**src/rtl/ula_arbiter_if.sv**
```systemverilog
// Bus bundle between ula_arbiter, its two requesters and the shared ULA.
// slave: the arbiter's view. master: the requesters/ULA view.
interface ula_arbiter_if #(
  parameter int unsigned WIDTH = 8
);
  logic             req0_valid;
  logic             req0_ready;
  logic [WIDTH-1:0] req0_a;
  logic [WIDTH-1:0] req0_b;
  logic [2:0]       req0_op;

  logic             req1_valid;
  logic             req1_ready;
  logic [WIDTH-1:0] req1_a;
  logic [WIDTH-1:0] req1_b;
  logic [2:0]       req1_op;

  logic             rsp0_valid;
  logic             rsp0_ready;
  logic [WIDTH-1:0] rsp0_result;
  logic             rsp0_z;
  logic             rsp0_err;

  logic             rsp1_valid;
  logic             rsp1_ready;
  logic [WIDTH-1:0] rsp1_result;
  logic             rsp1_z;
  logic             rsp1_err;

  logic [WIDTH-1:0] ula_srca;
  logic [WIDTH-1:0] ula_srcb;
  logic [2:0]       ula_ctrl;
  logic [WIDTH-1:0] ula_result;
  logic             ula_z;

  logic             busy;

  modport slave (
    input  req0_valid, req0_a, req0_b, req0_op,
    input  req1_valid, req1_a, req1_b, req1_op,
    input  rsp0_ready, rsp1_ready,
    input  ula_result, ula_z,
    output req0_ready, req1_ready,
    output rsp0_valid, rsp0_result, rsp0_z, rsp0_err,
    output rsp1_valid, rsp1_result, rsp1_z, rsp1_err,
    output ula_srca, ula_srcb, ula_ctrl,
    output busy
  );

  modport master (
    output req0_valid, req0_a, req0_b, req0_op,
    output req1_valid, req1_a, req1_b, req1_op,
    output rsp0_ready, rsp1_ready,
    output ula_result, ula_z,
    input  req0_ready, req1_ready,
    input  rsp0_valid, rsp0_result, rsp0_z, rsp0_err,
    input  rsp1_valid, rsp1_result, rsp1_z, rsp1_err,
    input  ula_srca, ula_srcb, ula_ctrl,
    input  busy
  );
endinterface

```
**src/rtl/ula_arbiter.sv**
```systemverilog
// Round-robin arbiter sharing one ULA between two requesters. One operation in
// flight: accept (IDLE) -> one ULA cycle (EXEC) -> response held until taken (RESP).
module ula_arbiter #(
  parameter int unsigned WIDTH = 8
) (
  input logic          clk,
  input logic          rst_n,
  ula_arbiter_if.slave bus
);

  typedef enum logic [1:0] {StIdle, StExec, StResp} state_e;

  state_e           state_q;
  logic             pri_q;    // requester favoured when both are valid
  logic             owner_q;  // requester of the operation in flight
  logic             err_q;    // illegal op flag for the operation in flight
  logic [WIDTH-1:0] srca_q;
  logic [WIDTH-1:0] srcb_q;
  logic [2:0]       ctrl_q;
  logic [1:0]       rsp_valid_q;
  logic [1:0]       rsp_z_q;
  logic [1:0]       rsp_err_q;
  logic [WIDTH-1:0] rsp_result_q [2];

  logic             grant0;
  logic             grant1;
  logic [WIDTH-1:0] win_a;
  logic [WIDTH-1:0] win_b;
  logic [2:0]       win_op;
  logic             owner_rsp_ready;

  // Winner selection in IDLE; gated by rst_n so ready stays low during reset.
  always_comb begin
    grant0 = 1'b0;
    grant1 = 1'b0;
    if (state_q == StIdle && rst_n) begin
      if (bus.req0_valid && (!bus.req1_valid || !pri_q)) begin
        grant0 = 1'b1;
      end else if (bus.req1_valid) begin
        grant1 = 1'b1;
      end
    end
  end

  // Operand mux for the winning requester.
  always_comb begin
    win_a           = grant1 ? bus.req1_a  : bus.req0_a;
    win_b           = grant1 ? bus.req1_b  : bus.req0_b;
    win_op          = grant1 ? bus.req1_op : bus.req0_op;
    owner_rsp_ready = owner_q ? bus.rsp1_ready : bus.rsp0_ready;
  end

  // Control FSM with registered ULA operands and response registers.
  always_ff @(posedge clk or negedge rst_n) begin
    if (!rst_n) begin
      state_q         <= StIdle;
      pri_q           <= 1'b0;
      owner_q         <= 1'b0;
      err_q           <= 1'b0;
      srca_q          <= '0;
      srcb_q          <= '0;
      ctrl_q          <= '0;
      rsp_valid_q     <= '0;
      rsp_z_q         <= '0;
      rsp_err_q       <= '0;
      rsp_result_q[0] <= '0;
      rsp_result_q[1] <= '0;
    end else begin
      case (state_q)
        StIdle: begin
          if (grant0 || grant1) begin
            srca_q  <= win_a;
            srcb_q  <= win_b;
            ctrl_q  <= win_op;
            owner_q <= grant1;
            err_q   <= (win_op == 3'b100) || (win_op == 3'b101);
            pri_q   <= ~grant1;
            state_q <= StExec;
          end
        end
        StExec: begin
          // The ULA is combinational on the registered operands: capture now.
          rsp_result_q[owner_q] <= bus.ula_result;
          rsp_z_q[owner_q]      <= bus.ula_z;
          rsp_err_q[owner_q]    <= err_q;
          rsp_valid_q[owner_q]  <= 1'b1;
          state_q               <= StResp;
        end
        StResp: begin
          if (owner_rsp_ready) begin
            rsp_valid_q <= '0;
            state_q     <= StIdle;
          end
        end
        default: state_q <= StIdle;
      endcase
    end
  end

  assign bus.req0_ready  = grant0;
  assign bus.req1_ready  = grant1;
  assign bus.rsp0_valid  = rsp_valid_q[0];
  assign bus.rsp1_valid  = rsp_valid_q[1];
  assign bus.rsp0_result = rsp_result_q[0];
  assign bus.rsp1_result = rsp_result_q[1];
  assign bus.rsp0_z      = rsp_z_q[0];
  assign bus.rsp1_z      = rsp_z_q[1];
  assign bus.rsp0_err    = rsp_err_q[0];
  assign bus.rsp1_err    = rsp_err_q[1];
  assign bus.ula_srca    = srca_q;
  assign bus.ula_srcb    = srcb_q;
  assign bus.ula_ctrl    = ctrl_q;
  assign bus.busy        = (state_q != StIdle);

endmodule

```
**src/flat_wrapper.sv**
```systemverilog
// flat-port wrapper written by rule: the top's interface ports become plain ports
module ula_arbiter_flat 
#(
  parameter int unsigned WIDTH = 8
)
  (clk, rst_n, bus_req0_valid, bus_req0_a, bus_req0_b, bus_req0_op, bus_req1_valid, bus_req1_a, bus_req1_b, bus_req1_op, bus_rsp0_ready, bus_rsp1_ready, bus_ula_result, bus_ula_z, bus_req0_ready, bus_req1_ready, bus_rsp0_valid, bus_rsp0_result, bus_rsp0_z, bus_rsp0_err, bus_rsp1_valid, bus_rsp1_result, bus_rsp1_z, bus_rsp1_err, bus_ula_srca, bus_ula_srcb, bus_ula_ctrl, bus_busy);
  ula_arbiter_if #(.WIDTH(WIDTH)) bus_i ();
  input logic clk;
  input logic rst_n;
  input wire logic [$bits(bus_i.req0_valid)-1:0] bus_req0_valid;
  input wire logic [$bits(bus_i.req0_a)-1:0] bus_req0_a;
  input wire logic [$bits(bus_i.req0_b)-1:0] bus_req0_b;
  input wire logic [$bits(bus_i.req0_op)-1:0] bus_req0_op;
  input wire logic [$bits(bus_i.req1_valid)-1:0] bus_req1_valid;
  input wire logic [$bits(bus_i.req1_a)-1:0] bus_req1_a;
  input wire logic [$bits(bus_i.req1_b)-1:0] bus_req1_b;
  input wire logic [$bits(bus_i.req1_op)-1:0] bus_req1_op;
  input wire logic [$bits(bus_i.rsp0_ready)-1:0] bus_rsp0_ready;
  input wire logic [$bits(bus_i.rsp1_ready)-1:0] bus_rsp1_ready;
  input wire logic [$bits(bus_i.ula_result)-1:0] bus_ula_result;
  input wire logic [$bits(bus_i.ula_z)-1:0] bus_ula_z;
  output wire logic [$bits(bus_i.req0_ready)-1:0] bus_req0_ready;
  output wire logic [$bits(bus_i.req1_ready)-1:0] bus_req1_ready;
  output wire logic [$bits(bus_i.rsp0_valid)-1:0] bus_rsp0_valid;
  output wire logic [$bits(bus_i.rsp0_result)-1:0] bus_rsp0_result;
  output wire logic [$bits(bus_i.rsp0_z)-1:0] bus_rsp0_z;
  output wire logic [$bits(bus_i.rsp0_err)-1:0] bus_rsp0_err;
  output wire logic [$bits(bus_i.rsp1_valid)-1:0] bus_rsp1_valid;
  output wire logic [$bits(bus_i.rsp1_result)-1:0] bus_rsp1_result;
  output wire logic [$bits(bus_i.rsp1_z)-1:0] bus_rsp1_z;
  output wire logic [$bits(bus_i.rsp1_err)-1:0] bus_rsp1_err;
  output wire logic [$bits(bus_i.ula_srca)-1:0] bus_ula_srca;
  output wire logic [$bits(bus_i.ula_srcb)-1:0] bus_ula_srcb;
  output wire logic [$bits(bus_i.ula_ctrl)-1:0] bus_ula_ctrl;
  output wire logic [$bits(bus_i.busy)-1:0] bus_busy;
  assign bus_i.req0_valid = bus_req0_valid;
  assign bus_i.req0_a = bus_req0_a;
  assign bus_i.req0_b = bus_req0_b;
  assign bus_i.req0_op = bus_req0_op;
  assign bus_i.req1_valid = bus_req1_valid;
  assign bus_i.req1_a = bus_req1_a;
  assign bus_i.req1_b = bus_req1_b;
  assign bus_i.req1_op = bus_req1_op;
  assign bus_i.rsp0_ready = bus_rsp0_ready;
  assign bus_i.rsp1_ready = bus_rsp1_ready;
  assign bus_i.ula_result = bus_ula_result;
  assign bus_i.ula_z = bus_ula_z;
  assign bus_req0_ready = bus_i.req0_ready;
  assign bus_req1_ready = bus_i.req1_ready;
  assign bus_rsp0_valid = bus_i.rsp0_valid;
  assign bus_rsp0_result = bus_i.rsp0_result;
  assign bus_rsp0_z = bus_i.rsp0_z;
  assign bus_rsp0_err = bus_i.rsp0_err;
  assign bus_rsp1_valid = bus_i.rsp1_valid;
  assign bus_rsp1_result = bus_i.rsp1_result;
  assign bus_rsp1_z = bus_i.rsp1_z;
  assign bus_rsp1_err = bus_i.rsp1_err;
  assign bus_ula_srca = bus_i.ula_srca;
  assign bus_ula_srcb = bus_i.ula_srcb;
  assign bus_ula_ctrl = bus_i.ula_ctrl;
  assign bus_busy = bus_i.busy;
  ula_arbiter #(.WIDTH(WIDTH)) u_core (.clk(clk), .rst_n(rst_n), .bus(bus_i));
endmodule
```
**config.mk**
```make
export PLATFORM = sky130hd
export DESIGN_NAME = ula_arbiter_flat
export DESIGN_NICKNAME = d
export VERILOG_FILES = /design/src/rtl/ula_arbiter_if.sv /design/src/rtl/ula_arbiter.sv /design/src/flat_wrapper.sv
export SDC_FILE = /design/constraint.sdc
export NUM_CORES = 1
export LEC_CHECK = 0
export CORE_MARGIN = 1
export CORE_UTILIZATION = 39
export DETAILED_ROUTE_END_ITERATION = 10
export PLACE_DENSITY = 0.87
export SETUP_SLACK_MARGIN = 0.5
export SYNTH_ARGS = -nofsm -noshare
export SYNTH_HDL_FRONTEND = slang
export SYNTH_SLANG_ARGS = --single-unit
```
**constraint.sdc**
```tcl
create_clock -name clk -period 2.6 [get_ports clk]
set_input_delay 0.52 -clock clk [delete_from_list [all_inputs] [get_ports clk]]
set_output_delay 0.52 -clock clk [all_outputs]
set_load 0.03 [all_outputs]
```
# Word level (Yosys, flattened, before mapping)
# Cells that the tools add are included.
# Widths: inputs -> output; s select.
[totals]
out_inout_bits = 44
ff_bits = 46
inputBits = 53
[op_classes]
magnitude_cmp = 4
bitwise = 3
reduce_logical = 15
eq_ne = 6
muxes = 20
[op_table]
columns = ["operator", "n"]
rows = [
  ["$mux 8", 3],
  ["$bwmux 16", 1],
  ["$demux 8 s1", 1],
  ["$mux 1", 7],
  ["$eq 3x3->1 const B", 2],
  ["$pmux 2 s3", 1],
  ["$reduce_and 2->1", 3],
  ["$bwmux 2", 2],
  ["$logic_and 1x1->1", 4],
  ["$mux 2", 2],
  ["$pmux 2 s2", 1],
  ["$reduce_bool 2->1", 2],
  ["$logic_or 1x1->1", 3],
  ["$mux 3", 1],
  ["$eq 2x1->1 const B", 1],
  ["$eq 2x2->1 const B", 1],
  ["$ge 2x2->1 const B", 1],
  ["$logic_not 1->1", 2],
  ["$logic_not 2->1", 1],
  ["$lt 1x2->1 const B", 1],
  ["$lt 2x1->1 const B", 1],
  ["$ne 2x1->1 const B", 1],
  ["$ne 2x2->1 const B", 1],
  ["$not 1->2", 1],
  ["4 further kinds", 4],
]

# Logic depth before layout (Yosys ltp)
# Gate-level depths: netlist (run 1).
[depth]
word_depth = 8
depth_mapped = 6
ltp_nobuf = 3

# Worst setup path after synthesis (run 1)
# OpenSTA, ideal clock, no wires.
[synth_path]
path_type = "input -> output"
startpoint = "input bus_req1_valid"
endpoint = "output bus_req1_ready"
path_stages = 4
path_buffers = 2
arrival_ns = 1.806
slack_ns = 0.274
cell_sequence = "buf_2 clkinv_1 clkbuf_1 nor3_1"
[synth_via]
elab_chain_len = 5
word_cells_on_any_way = 6
classes_between = "mux (3); reduce/logical (3)"
[synth_rtl]
columns = ["item", "line_no", "source"]
rows = [
  ["start: declaration", "flat_wrapper.sv:14", "input wire logic [$bits(bus_i.req1_valid)-1:0] bus_req1_valid;"],
  ["$logic_not 1->1", "ula_arbiter.sv:37", "if (bus.req0_valid && (!bus.req1_valid || !pri_q)) begin"],
  ["$logic_or 1x1->1", "ula_arbiter.sv:37", ""],
  ["$logic_and 1x1->1", "ula_arbiter.sv:37", ""],
  ["$mux 1 *", "ula_arbiter.sv:37", ""],
  ["$mux 1 *", "ula_arbiter.sv:36", "if (state_q == StIdle && rst_n) begin"],
  ["end: declaration", "flat_wrapper.sv:23", "output wire logic [$bits(bus_i.req1_ready)-1:0] bus_req1_ready;"],
]
# Mark *: on every way between the ends. The rest lies on a longest branch, timed or not.

# Final worst setup path (run 1)
[layout_path]
startpoint = "register u_core.state_q[1]"
endpoint = "output bus_req1_ready"
[layout_via]
elab_chain_len = 3
[layout_rtl]
columns = ["item", "line_no", "source"]
rows = [
  ["start: declaration", "ula_arbiter.sv:13", "state_e state_q;"],
  ["start signal: assignment", "ula_arbiter.sv:56", "state_q <= StIdle;"],
  ["start signal: assignment", "ula_arbiter.sv:78", "state_q <= StExec;"],
  ["start signal: assignment", "ula_arbiter.sv:87", "state_q <= StResp;"],
  ["$logic_not 2->1", "ula_arbiter.sv:36", ""],
  ["$logic_and 1x1->1", "ula_arbiter.sv:36", ""],
  ["$mux 1", "ula_arbiter.sv:36", ""],
]
# Every way passes these cells.

==> results.rst, run 1 <==
.. list-table::
   :header-rows: 1

   * - Metric
     - Value
   * - Post-synth net total
     - 244
   * - Cells taking the most area after synthesis
     - dfrtp_1, mux2_2, o31ai_1
   * - DR iter-0 viols
     - 89
   * - Register bit count reported by yosys
     - 46
   * - I/O pins
     - 97
   * - P_sw
     - 1.67 mW
   * - Minimum setup slack among reg-to-reg paths
     - around 0.86 ns
   * - Vias per cell
     - 5.50
   * - Cell Rows
     - 26
   * - Die footprint
     - about 5700 sq um
   * - Sum of routed wire length over all layers
     - between 5 and 6 mm
   * - Total of max-cap violations
     - 0
   * - Share of synthesized area occupied by flip-flops and latches
     - 54.2%
   * - Worst min-delay path class
     - input pin to async pin
   * - FMAX
     - 492 MHz
   * - Final slew viol count
     - 0
   * - Post-detail-place hpwl
     - 4.23 mm
   * - Yosys top cell by area
     - dfrtp_1
   * - Routed via count
     - 1973
   * - Number of antenna repair diodes
     - 0
   * - Final Net Count
     - 342
   * - Ratio of cells with drive above 1 in the final layout
     - 18.7%
   * - Cts bufs inserted
     - 5
   * - Number of standard cells after synthesis
     - 191
   * - Total core area
     - 5170 sq um
   * - Leakage
     - 1.32 nW
   * - Initial standard-cell utilization of the core
     - 41.0%
   * - Final critical-path required period
     - 2.03 ns
   * - Global-route congestion overflow total
     - 0
   * - GRT Total Usage
     - between 20% and 30%
   * - Clk Latency, worst-skew pair
     - 0.29 ns
   * - Average wire per standard cell
     - around 16 um
   * - Slew HR
     - 62.1%
   * - Count of input and output buffers
     - between 90 and 100
   * - CTS Root Cell
     - clkbuf_8
   * - Clock tree from TritonCTS
     - built
   * - Maximum number of pins on one net before global-route repair
     - 47
   * - Clk sink count
     - 46
   * - First-pass GRT wire length
     - 9.18 mm
   * - Mapped Area
     - around 2100 sq um
   * - Unique cell type count in the Yosys netlist
     - 32
   * - Unrepaired setup endpoints after global routing
     - no
   * - Number of hold buffers added after cts
     - 0
   * - Clock share of power
     - 10.4%
   * - # DRC
     - 0
   * - Power per standard cell area
     - roughly 1200 nW/um^2
   * - Instance count after placement with tap cells included
     - 347
   * - Final critical-path share of the clock period
     - 78.2%
   * - Number of H-tree branching levels
     - 2
   * - Data arrival time of the critical path
     - 1.51 ns
   * - Average size of a mapped cell
     - roughly 11 sq um
   * - Crit Path Max Fanout
     - 7
   * - Final weighted congestion in routability-driven placement
     - approximately 0.86
   * - Number of routed nets with antenna violations
     - 0
   * - Hold violation count in the final report
     - 0
   * - Number of endpoints failing setup at the final stage
     - 0
   * - Status
     - completed
   * - Element type at the critical path end
     - output pin
   * - Number of standard cells in the final layout excluding fillers
     - 359
   * - Combinational share of power
     - 56.7%
   * - Combined area of the multi-input logic cells
     - 896 sq um
   * - Sequential cell fraction of total power
     - 32.9%
   * - Layout Skew
     - 0.00587 ns
   * - Number of antenna violations at the first check in global routing
     - 0
   * - Net Sw Frac
     - 42.6%
   * - Highest ir drop seen on vdd
     - around 0.00053 V
   * - Setup Crit Path Kind
     - register to output pin
   * - Worst setup slack after placement
     - 0.333 ns
   * - Via count of the first global-routing pass
     - 1917
   * - CTS Buffer Depth
     - 2
   * - PnR Total Power
     - about 3.9 mW
   * - Die Height
     - 75.8 um
   * - Setup TNS after final layout
     - 0 ns
   * - Count of filler cells inserted in the layout
     - 436
   * - Layout overhead on the synthesized area
     - 54.5%
   * - Synth Warn #
     - 0
   * - Area share of the largest cell type after synthesis
     - 54.2%
   * - Clock input transition at the sequential cells of the worst setup and hold paths
     - ~0.080 ns
   * - Required arrival time at the worst endpoint
     - 2.08 ns
   * - Worst Tran Pin Value
     - 0.569 ns
   * - Storage cell area
     - 1150 sq um
   * - Iteration count of the initial detailed-routing pass
     - 4
   * - Nature of the critical path startpoint
     - register
   * - Area of all placed cells without fillers
     - 3280 sq um
   * - Area of placed instances
     - 3140 sq um
   * - Setup slack after layout
     - ~0.57 ns
   * - Internal power component
     - 2.25 mW
   * - Die X-Extent
     - about 76 um
## per-stage QoR
stage / hold WS, ns / util [%]
after floorplan: 0.224 / -
after global placement: 0.486 / 60.7
after detailed placement: 0.493 / 60.7
after CTS: 0.359 / 62.2
after global routing: 0.405 / 63.4
final: 0.355 / 63.4
## repair_timing
item                                    4_1_cts  5_1_grt
endpoints found under the setup margin        3        1
resized for setup                             3        5
cloned                                        0        0
buffers inserted                              0        5
pin swaps                                     0        1
## cells in the final DEF, fill, tap and decap left out, types with 2 or more instances in the layout
master           count
clkbuf_8             5
dfrtp_2              2
a31oi_1             19
buf_4               13
or2_2                2
o21ai_0              4
nand2_1              2
o31ai_1             18
nand2b_1             3
clkinv_2             2
clkdlybuf4s50_1     90
a22o_1               2
a21oi_1             20
nand3_1             19
dfrtp_1             44
nor2_1               2
and3_1               2
mux2_2              21
## flip-flops by register name, summed over array words and instances (netlist names), 2 cells and up
name                    flops
u_core.bus.ula_ctrl         3
u_core.bus.rsp0_result      8
u_core.rsp_z_q              2
u_core.bus.rsp1_result      8
u_core.bus.ula_srcb         8
u_core.bus.ula_srca         8
u_core.state_q              2
u_core.rsp_valid_q          2
u_core.rsp_err_q            2
## cell usage after synthesis (all sizes together)
library cell / instances
a22o: 2
and3: 2
a21o: 1
o21ai: 4
o41ai: 1
nand2b: 3
o21bai: 1
clkinv: 1
clkbuf: 8
a21oi: 20
nor2b: 1
a21boi: 1
a31oi: 19
buf: 9
or2: 2
and2: 1
dfrtp: 46
or3b: 1
nor3b: 1
a32oi: 1
o31ai: 18
nand2: 2
nor3: 1
nand3: 19
inv: 1
nor2: 4
mux2: 21
## worst paths after layout
kind / from / endpoint / cells past startpoint
min in group clk: u_core.bus.rsp1_result[4]$_DFFE_PN0P_ / u_core.bus.rsp1_result[4]$_DFFE_PN0P_ / 1
min: rst_n / u_core.rsp_valid_q[0]$_DFFE_PN0P_ / 2
min reg2reg: u_core.bus.rsp1_result[4]$_DFFE_PN0P_ / u_core.bus.rsp1_result[4]$_DFFE_PN0P_ / 1
max: u_core.state_q[1]$_DFFE_PN0P_ / bus_req1_ready / 3
max reg2reg: u_core.state_q[1]$_DFFE_PN0P_ / u_core.bus.ula_ctrl[1]$_DFFE_PN0P_ / 4
max in group asynchronous: rst_n / u_core.state_q[1]$_DFFE_PN0P_ / 2
## logic make-up after synthesis
| logic type | count (synthesis) | share of synthesized area, % |
|---|---|---|
| buf+inv | 19 | 4.24 |
| flops | 46 | 54.2 |
| compound gates | 68 | 20.7 |
| simple gates | 37 | 9.67 |
| mux | 21 | 11.1 |
## critical path: stages, from the launching register on
cell and delay [ns]:
dfrtp_2 0.45, or3b_4 0.45, nor3_2 0.14, buf_4 0.19
## area by class of cell
type / instances / area share [%]
Clock buffer: 5 / 2.10
Tap cell: 70 / 2.67
Sequential cell: 46 / 35.2
Clock inverter: 2 / 0.305
Inverter: 2 / 0.229
Multi-Input combinational cell: 126 / 27.3
Timing Repair Buffer: 108 / 32.2
## power groups by stage
stage	clock, mW	combinational, mW	sequential (mW)
finish	0.408	2.23	1.29
global route	0.450	2.38	1.34
CTS	0.424	2.19	1.29
detailed placement	0	2.18	1.31
global placement	0	2.14	1.28
floorplan	0	0.645	1.91
## metal layers
layer	wire length [um]	vias to the layer above	GRT usage (%)
li1	-	915	-
met4	92	0	6.79
met1	2540	976	28.6
met3	240	8	3.57
met5	0	-	0
met2	3010	74	36.0
Power figures use the tool's default switching activity.
==> run 2, diff against run 1 <==
clock period = 1.9 ns   (was 2.6 ns; I/O delays follow)
==> run 2 against run 1 <==
Against the previous run:
- worst setup slack got worse by 0.50 ns
- wire length increased by 26%
- sequential power increased by 39%
- sequential share of layout area decreased by 5.7 points
- clock skew increased by 0.0044 ns
- register-to-register slack got worse by 0.71 ns
- die area unchanged
- non-clock buffer count increased by 21
- worst hold slack got worse by 0.26 ns
- largest power group unchanged
==> results.rst, run 2 (synthesis results as in run 1) <==
.. list-table::
   :header-rows: 1

   * - Metric
     - Value
   * - Final critical-path required period
     - 1.83 ns
   * - Most used routing layer in global routing
     - met2
   * - Clk sink count
     - 46 (unchanged)
   * - Slew HR
     - 72.7% (+11 points)
   * - Die Height
     - 75.8 um (unchanged)
   * - Number of antenna violations at the first check in global routing
     - 0 (unchanged)
   * - Routing usage on met3
     - 4.10% (+0.53 points)
   * - Number of standard cells in the final layout excluding fillers
     - 381 (+6.1%)
   * - Required arrival time at the worst endpoint
     - 1.52 ns (-0.56 ns)
   * - Count of input and output buffers
     - 96 (unchanged)
   * - Number of endpoints failing setup at the final stage
     - 0 (unchanged)
   * - Power per standard cell area
     - 1550 nW/um^2 (+30%)
   * - Ratio of cells with drive above 1 in the final layout
     - 45.0% (+26 points)
   * - Cell family with the largest share of critical-path delay
     - simple AND/OR/NAND/NOR gates
   * - Worst min-delay path class
     - input pin to async pin
   * - Setup slack after layout
     - 0.0691 ns (-0.496 ns)
   * - Number of H-tree branching levels
     - 2 (unchanged)
   * - Setup Crit Path Kind
     - register to output pin
   * - Data arrival time of the critical path
     - 1.45 ns (-0.06 ns)
   * - Final weighted congestion in routability-driven placement
     - 0.827 (-3.3%)
   * - Number of routed nets with antenna violations
     - 0 (unchanged)
   * - Total core area
     - 5170 sq um (unchanged)
   * - Maximum number of pins on one net before global-route repair
     - 29 (-38%)
   * - CTS Buffer Depth
     - 2 (unchanged)
   * - Die X-Extent
     - 75.8 um (unchanged)
   * - Launching instance or port of the critical path
     - u_core.state_q[1]$_DFFE_PN0P_
   * - Layout overhead on the synthesized area
     - 83.9%
   * - Worst Tran Pin Value
     - 0.409 ns (-0.160 ns)
   * - Fin Hold WS
     - 0.0955 ns (-0.260 ns)
   * - Number of antenna repair diodes
     - 0 (unchanged)
   * - FMAX
     - 546 MHz
   * - # DRC
     - 0 (unchanged)
   * - Worst reg2reg startpoint
     - u_core.state_q[1]$_DFFE_PN0P_
   * - Global-route congestion overflow total
     - 0 (unchanged)
   * - Final Net Count
     - 363 (+6.1%)
   * - R2R cell count
     - 6 (+2)
   * - Total of max-cap violations
     - 0 (unchanged)
   * - Minimum setup slack among reg-to-reg paths
     - 0.15 ns (-0.71 ns)
   * - Layout Utilization
     - 75.4% (+12 points)
   * - Delay of the slowest cell on the worst path
     - 0.44 ns (about the same)
   * - Vias per cell
     - 5.58 (+1.6%)
   * - Die footprint
     - 5740 sq um (unchanged)
   * - Status
     - completed
   * - Worst setup slack after placement
     - -0.0308 ns (-0.364 ns)
   * - Cell with the largest stage delay on the worst path
     - or3b_4
   * - Nature of the critical path startpoint
     - register
   * - Area of placed instances
     - 3230 sq um (+2.7%)
   * - Clk Latency, worst-skew pair
     - 0.30 ns (about the same)
   * - Cells along the critical path
     - or3b_4 -> nor3_4 -> buf_6
   * - Layout Skew
     - 0.0103 ns (+0.00439 ns)
   * - Number of buffers and inverters on the critical path
     - 1 (unchanged)
   * - Unrepaired setup endpoints after global routing
     - yes
   * - Highest ir drop seen on vdd
     - 0.000715 V (+34%)
   * - GR met2 Demand/Resource
     - 41.6% (+5.6 points)
   * - Routed via count
     - 2127 (+7.8%)
   * - Endpoint of the worst-slack reg-to-reg timing path
     - u_core.bus.ula_srca[3]$_DFFE_PN0P_
   * - Cell Rows
     - 26 (unchanged)
   * - Setup TNS after final layout
     - 0 ns (unchanged)
   * - I/O pins
     - 97 (unchanged)
   * - Sum of routed wire length over all layers
     - 7.43 mm (+26%)
   * - Leakage
     - 1.57 nW (+19%)
   * - Area of all placed cells without fillers
     - 3900 sq um (+19%)
   * - Clock input transition at the sequential cells of the worst setup and hold paths
     - 0.09 ns (about the same)
   * - Clock tree from TritonCTS
     - built
   * - Average wire per standard cell
     - 19.5 um (+19%)
   * - GRT Total Usage
     - 23.9% (+2.4 points)
   * - Crit Path Max Fanout
     - 3 (-4)
   * - CTS Root Cell
     - clkbuf_8
   * - Instance count after placement with tap cells included
     - 357 (+2.9%)
   * - Final critical-path share of the clock period
     - between 90 and 100%
   * - DR iter-0 viols
     - 79 (-11%)
   * - Final slew viol count
     - 0 (unchanged)
   * - PnR Total Power
     - 6.06 mW (+54%)
   * - Global Route met1 Usage
     - 29.6% (+1.0 points)
   * - Most common cell after layout, fill and taps aside
     - clkdlybuf4s50_1
   * - Commonest cells after routing, fill and taps aside
     - clkdlybuf4s50_1, dfrtp_1, clkdlybuf4s15_2
   * - Post-detail-place hpwl
     - 4.22 mm (-0.22%)
   * - Via count of the first global-routing pass
     - 2051 (+7.0%)
   * - Iteration count of the initial detailed-routing pass
     - 4 (unchanged)
   * - Cts bufs inserted
     - 5 (unchanged)
   * - Initial standard-cell utilization of the core
     - 41.0% (unchanged)
   * - First-pass GRT wire length
     - 10.0 mm (+9.0%)
   * - Element type at the critical path end
     - output pin
   * - Hold violation count in the final report
     - 0 (unchanged)
-- run 2: worst max-delay path by stage --
stage,to,depth (start not counted)
CTS,bus_req1_ready,3
global placement,bus_req1_ready,4
detailed placement,u_core.bus.ula_srca[1]$_DFFE_PN0P_,5
finish,bus_req1_ready,3
floorplan,bus_req1_ready,4
global route,bus_req0_ready,4
-- run 2: area by class of cell --
class	count	area, sq um
clock inverter	2	37.5
tap	70	87.6
sequential	46	1150
clock buffer	6	72.6
multi-input combinational	126	1170
fill	322	1270
inverter	2	11.3
timing repair buffer	129	1370
-- run 2: timing repair --
item	in CTS	in global routing
pin swaps	6	22
hold buffers	0	0
endpoints found under the setup margin	75	50
gates cloned	1	5
endpoints found under the hold margin	0	0
resized for setup	153	56
setup buffers	6	4
-- run 2: worst reg2reg max path, stage by stage, from the launching register on --
cell and delay (ns):
dfrtp_1 0.42, or3b_4 0.44, buf_4 0.16, buf_8 0.14, clkbuf_16 0.16, o31ai_2 0.19, a31oi_1 0.11
-- run 2: where the power goes --
group | internal, mW | leakage (nW) | switching, mW
logic | 1.57 | 0.989 | 1.98
clock network | 0.393 | 0.0514 | 0.330
registers | 1.46 | 0.527 | 0.326
total | 3.43 | 1.57 | 2.63
-- run 2: metal layers --
metal,vias up,share of wire [%]
met2,88,53
met3,16,5.1
li1,959,-
met5,-,0
met1,1064,39
met4,0,2.4
==> run 3, diff against run 2 <==
GPL_TIMING_DRIVEN = 0   (was not set)
==> run 3 against run 2 <==
Against the previous run:
- the run now ends with negative setup slack left
- largest cell class unchanged
- clock-buffer cell count fell by 1
- largest power group unchanged
- sequential power fell by 2%
- die area did not move
- clock skew fell by 0.0052 ns
- worst setup slack got worse by 0.16 ns
- cell count rose by 1.3%
- critical endpoint unchanged
- worst hold slack got worse by 0.014 ns
- non-clock buffer count rose by 5
- core utilization fell by 4.4 points
- critical path depth rose by 2
- sequential share of layout area rose by 1.9 points
- via count fell by 2.5%
==> results.rst, run 3 (synthesis results as in run 1) <==
.. list-table::
   :header-rows: 1

   * - Metric
     - Value
   * - Nature of the critical path startpoint
     - register
   * - FMAX
     - 502 MHz (-8.1%)
   * - Area of all placed cells without fillers
     - 3670 sq um (-5.9%)
   * - Total core area
     - 5170 sq um (unchanged)
   * - Endpoint of the worst-slack reg-to-reg timing path
     - u_core.err_q$_DFFE_PN0P_
   * - Maximum number of pins on one net before global-route repair
     - 18 (-38%)
   * - Clk Latency, worst-skew pair
     - 0.29 ns (about the same)
   * - Layout Utilization
     - 71.0% (-4.4 points)
   * - Unrepaired setup endpoints after global routing
     - yes
   * - Cts bufs inserted
     - 5 (unchanged)
   * - Ratio of cells with drive above 1 in the final layout
     - 39.6% (-5.5 points)
   * - Final critical-path share of the clock period
     - 105% (+8.4 points)
   * - Combined area of the multi-input logic cells
     - 1030 sq um (-12%)
   * - CTS Buffer Depth
     - 2 (unchanged)
   * - Area of placed instances
     - 3200 sq um (-0.70%)
   * - Most common cell after layout, fill and taps aside
     - clkdlybuf4s50_1
   * - Cell with the largest stage delay on the worst path
     - dfrtp_2
   * - Delay of the slowest cell on the worst path
     - 0.41 ns (-0.03 ns)
   * - Setup TNS after final layout
     - -0.0913 ns (-0.0913 ns)
   * - Failing checks
     - negative setup slack
   * - Cells along the critical path
     - or3b_4 -> buf_6 -> buf_8 -> nor3_4 -> buf_6
   * - Cell family with the largest share of critical-path delay
     - simple AND/OR/NAND/NOR gates
   * - Clock tree from TritonCTS
     - built
   * - Worst setup slack after placement
     - -0.946 ns (-0.915 ns)
   * - Number of antenna repair diodes
     - 0 (unchanged)
   * - First-pass GRT wire length
     - 10.1 mm (+1.4%)
   * - Minimum setup slack among reg-to-reg paths
     - 0.03 ns (-0.12 ns)
   * - Worst reg2reg startpoint
     - u_core.state_q[1]$_DFFE_PN0P_
   * - Iteration count of the initial detailed-routing pass
     - 4 (unchanged)
   * - Number of H-tree branching levels
     - 2 (unchanged)
   * - R2R cell count
     - 7 (+1)
   * - Vias per cell
     - 5.37 (-3.8%)
   * - Status
     - finished with violations
   * - PnR Total Power
     - 5.71 mW (-5.8%)
   * - Number of buffers and inverters on the critical path
     - 3 (+2)
   * - Slew HR
     - 58.1% (-15 points)
   * - Total of max-cap violations
     - 0 (unchanged)
   * - Clk sink count
     - 46 (unchanged)
   * - # DRC
     - 0 (unchanged)
   * - I/O pins
     - 97 (unchanged)
   * - Die footprint
     - 5740 sq um (unchanged)
   * - Worst min-delay path class
     - input pin to async pin
   * - Post-detail-place hpwl
     - 4.36 mm (+3.4%)
   * - Final slew viol count
     - 0 (unchanged)
   * - Cell Rows
     - 26 (unchanged)
   * - Power per standard cell area
     - 1550 nW/um^2 (about the same)
   * - Final Net Count
     - 369 (+1.7%)
   * - Storage cell area
     - 1150 sq um (+0.11%)
   * - Crit Path Max Fanout
     - 2 (-1)
   * - Sum of routed wire length over all layers
     - 6.91 mm (-6.9%)
   * - Layout Skew
     - 0.00502 ns (-0.00524 ns)
   * - Leakage
     - 1.56 nW (-0.72%)
   * - Layout overhead on the synthesized area
     - 73.1%
   * - Clock input transition at the sequential cells of the worst setup and hold paths
     - 0.09 ns (about the same)
   * - GRT Total Usage
     - 24.3% (+0.35 points)
   * - Worst Tran Pin Value
     - 0.626 ns (+0.217 ns)
   * - Final critical-path required period
     - 1.99 ns (+0.160 ns)
   * - Number of antenna violations at the first check in global routing
     - 0 (unchanged)
   * - DR iter-0 viols
     - 97 (+23%)
   * - Number of endpoints failing setup at the final stage
     - 1 (+1)
   * - Count of input and output buffers
     - 95 (-1.0%)
   * - Die X-Extent
     - 75.8 um (unchanged)
   * - Die Height
     - 75.8 um (unchanged)
   * - Hold violation count in the final report
     - 0 (unchanged)
   * - Most frequent CP cell
     - buf_6
   * - Number of routed nets with antenna violations
     - 0 (unchanged)
   * - Via count of the first global-routing pass
     - 2035 (-0.78%)
   * - Global-route congestion overflow total
     - 0 (unchanged)
   * - Count of filler cells inserted in the layout
     - 366 (+14%)
   * - Initial standard-cell utilization of the core
     - 41.0% (unchanged)
   * - Element type at the critical path end
     - output pin
   * - CTS Root Cell
     - clkbuf_8
   * - Required arrival time at the worst endpoint
     - 1.52 ns (about the same)
   * - Highest ir drop seen on vdd
     - 0.000839 V (+17%)
   * - Routed via count
     - 2073 (-2.5%)
   * - Setup Crit Path Kind
     - register to output pin
   * - Setup slack after layout
     - -0.0913 ns (-0.160 ns)
   * - Data arrival time of the critical path
     - 1.61 ns (+0.16 ns)
   * - Average wire per standard cell
     - 17.9 um (-8.1%)
   * - Commonest cells after routing, fill and taps aside
     - clkdlybuf4s50_1, dfrtp_1, clkdlybuf4s15_2
   * - Final weighted congestion in routability-driven placement
     - 0.857 (+3.6%)
==> run 3: cell types whose count changed in the layout (fill, tap and decap cells not counted), moves of 3 or more <==
cell	previous run	this run
o31ai_2	6	1
mux2_2	16	10
mux2_4	5	11
clkbuf_1	1	4
clkbuf_2	2	13
clkdlybuf4s15_2	37	28
o31ai_1	0	17
buf_4	17	12
o31ai_4	12	0
buf_2	3	6
==> run 3: timing repair <==
action                     4_1_cts  5_1_grt
setup endpoints to repair       87       59
gates cloned                     3        1
pin swaps                        8        6
resized for setup              165       41
hold buffers                     1        0
buffers inserted                12        5
hold endpoints to repair        13        0
==> run 3: where the power goes <==
part | switching [mW] | total [mW] | internal [mW]
logic | 1.90 | 3.39 | 1.49
clock network | 0.324 | 0.572 | 0.248
registers | 0.289 | 1.75 | 1.46
==> run 3: layer usage <==
layer  global-route usage [%]  routed length, um
met1                     30.4               2910
met2                     42.8               3550
met3                     3.57                299
met4                     7.82                157
met5                        0                  0
==> run 3: layout make-up <==
type	instances	area share (%)
sequential	46	31.4
tap	70	2.38
clock inverter	2	0.272
inverter	2	0.272
clock buffer	5	1.87
timing repair buffer	117	32.5
multi-input combinational	127	28.0
buffer	17	3.27
==> run 3: metrics by stage <==
stage,cells,hold slack (ns)
after global routing,386,0.0716
after global placement,356,0.487
after floorplan,191,0.0844
final,386,0.0819
after detailed placement,357,0.311
after CTS,380,0.0847
==> run 3: worst max path at each step <==
stage / startpoint / depth (start not counted) / endpoint
2_1_floorplan: u_core.state_q[0]$_DFFE_PN0P_ / 4 / bus_req1_ready
3_3_place_gp: rst_n / 6 / bus_req1_ready
3_5_place_dp: rst_n / 7 / bus_req1_ready
4_1_cts: u_core.state_q[1]$_DFFE_PN0P_ / 5 / bus_req1_ready
5_1_grt: bus_req1_valid / 5 / bus_req1_ready
6_report: u_core.state_q[1]$_DFFE_PN0P_ / 5 / bus_req1_ready
==> run 3: tightest hold or removal path, cell delays in order <==
cell and delay [ns]:
buf_6 0.09, buf_12 0.10, buf_4 0.14
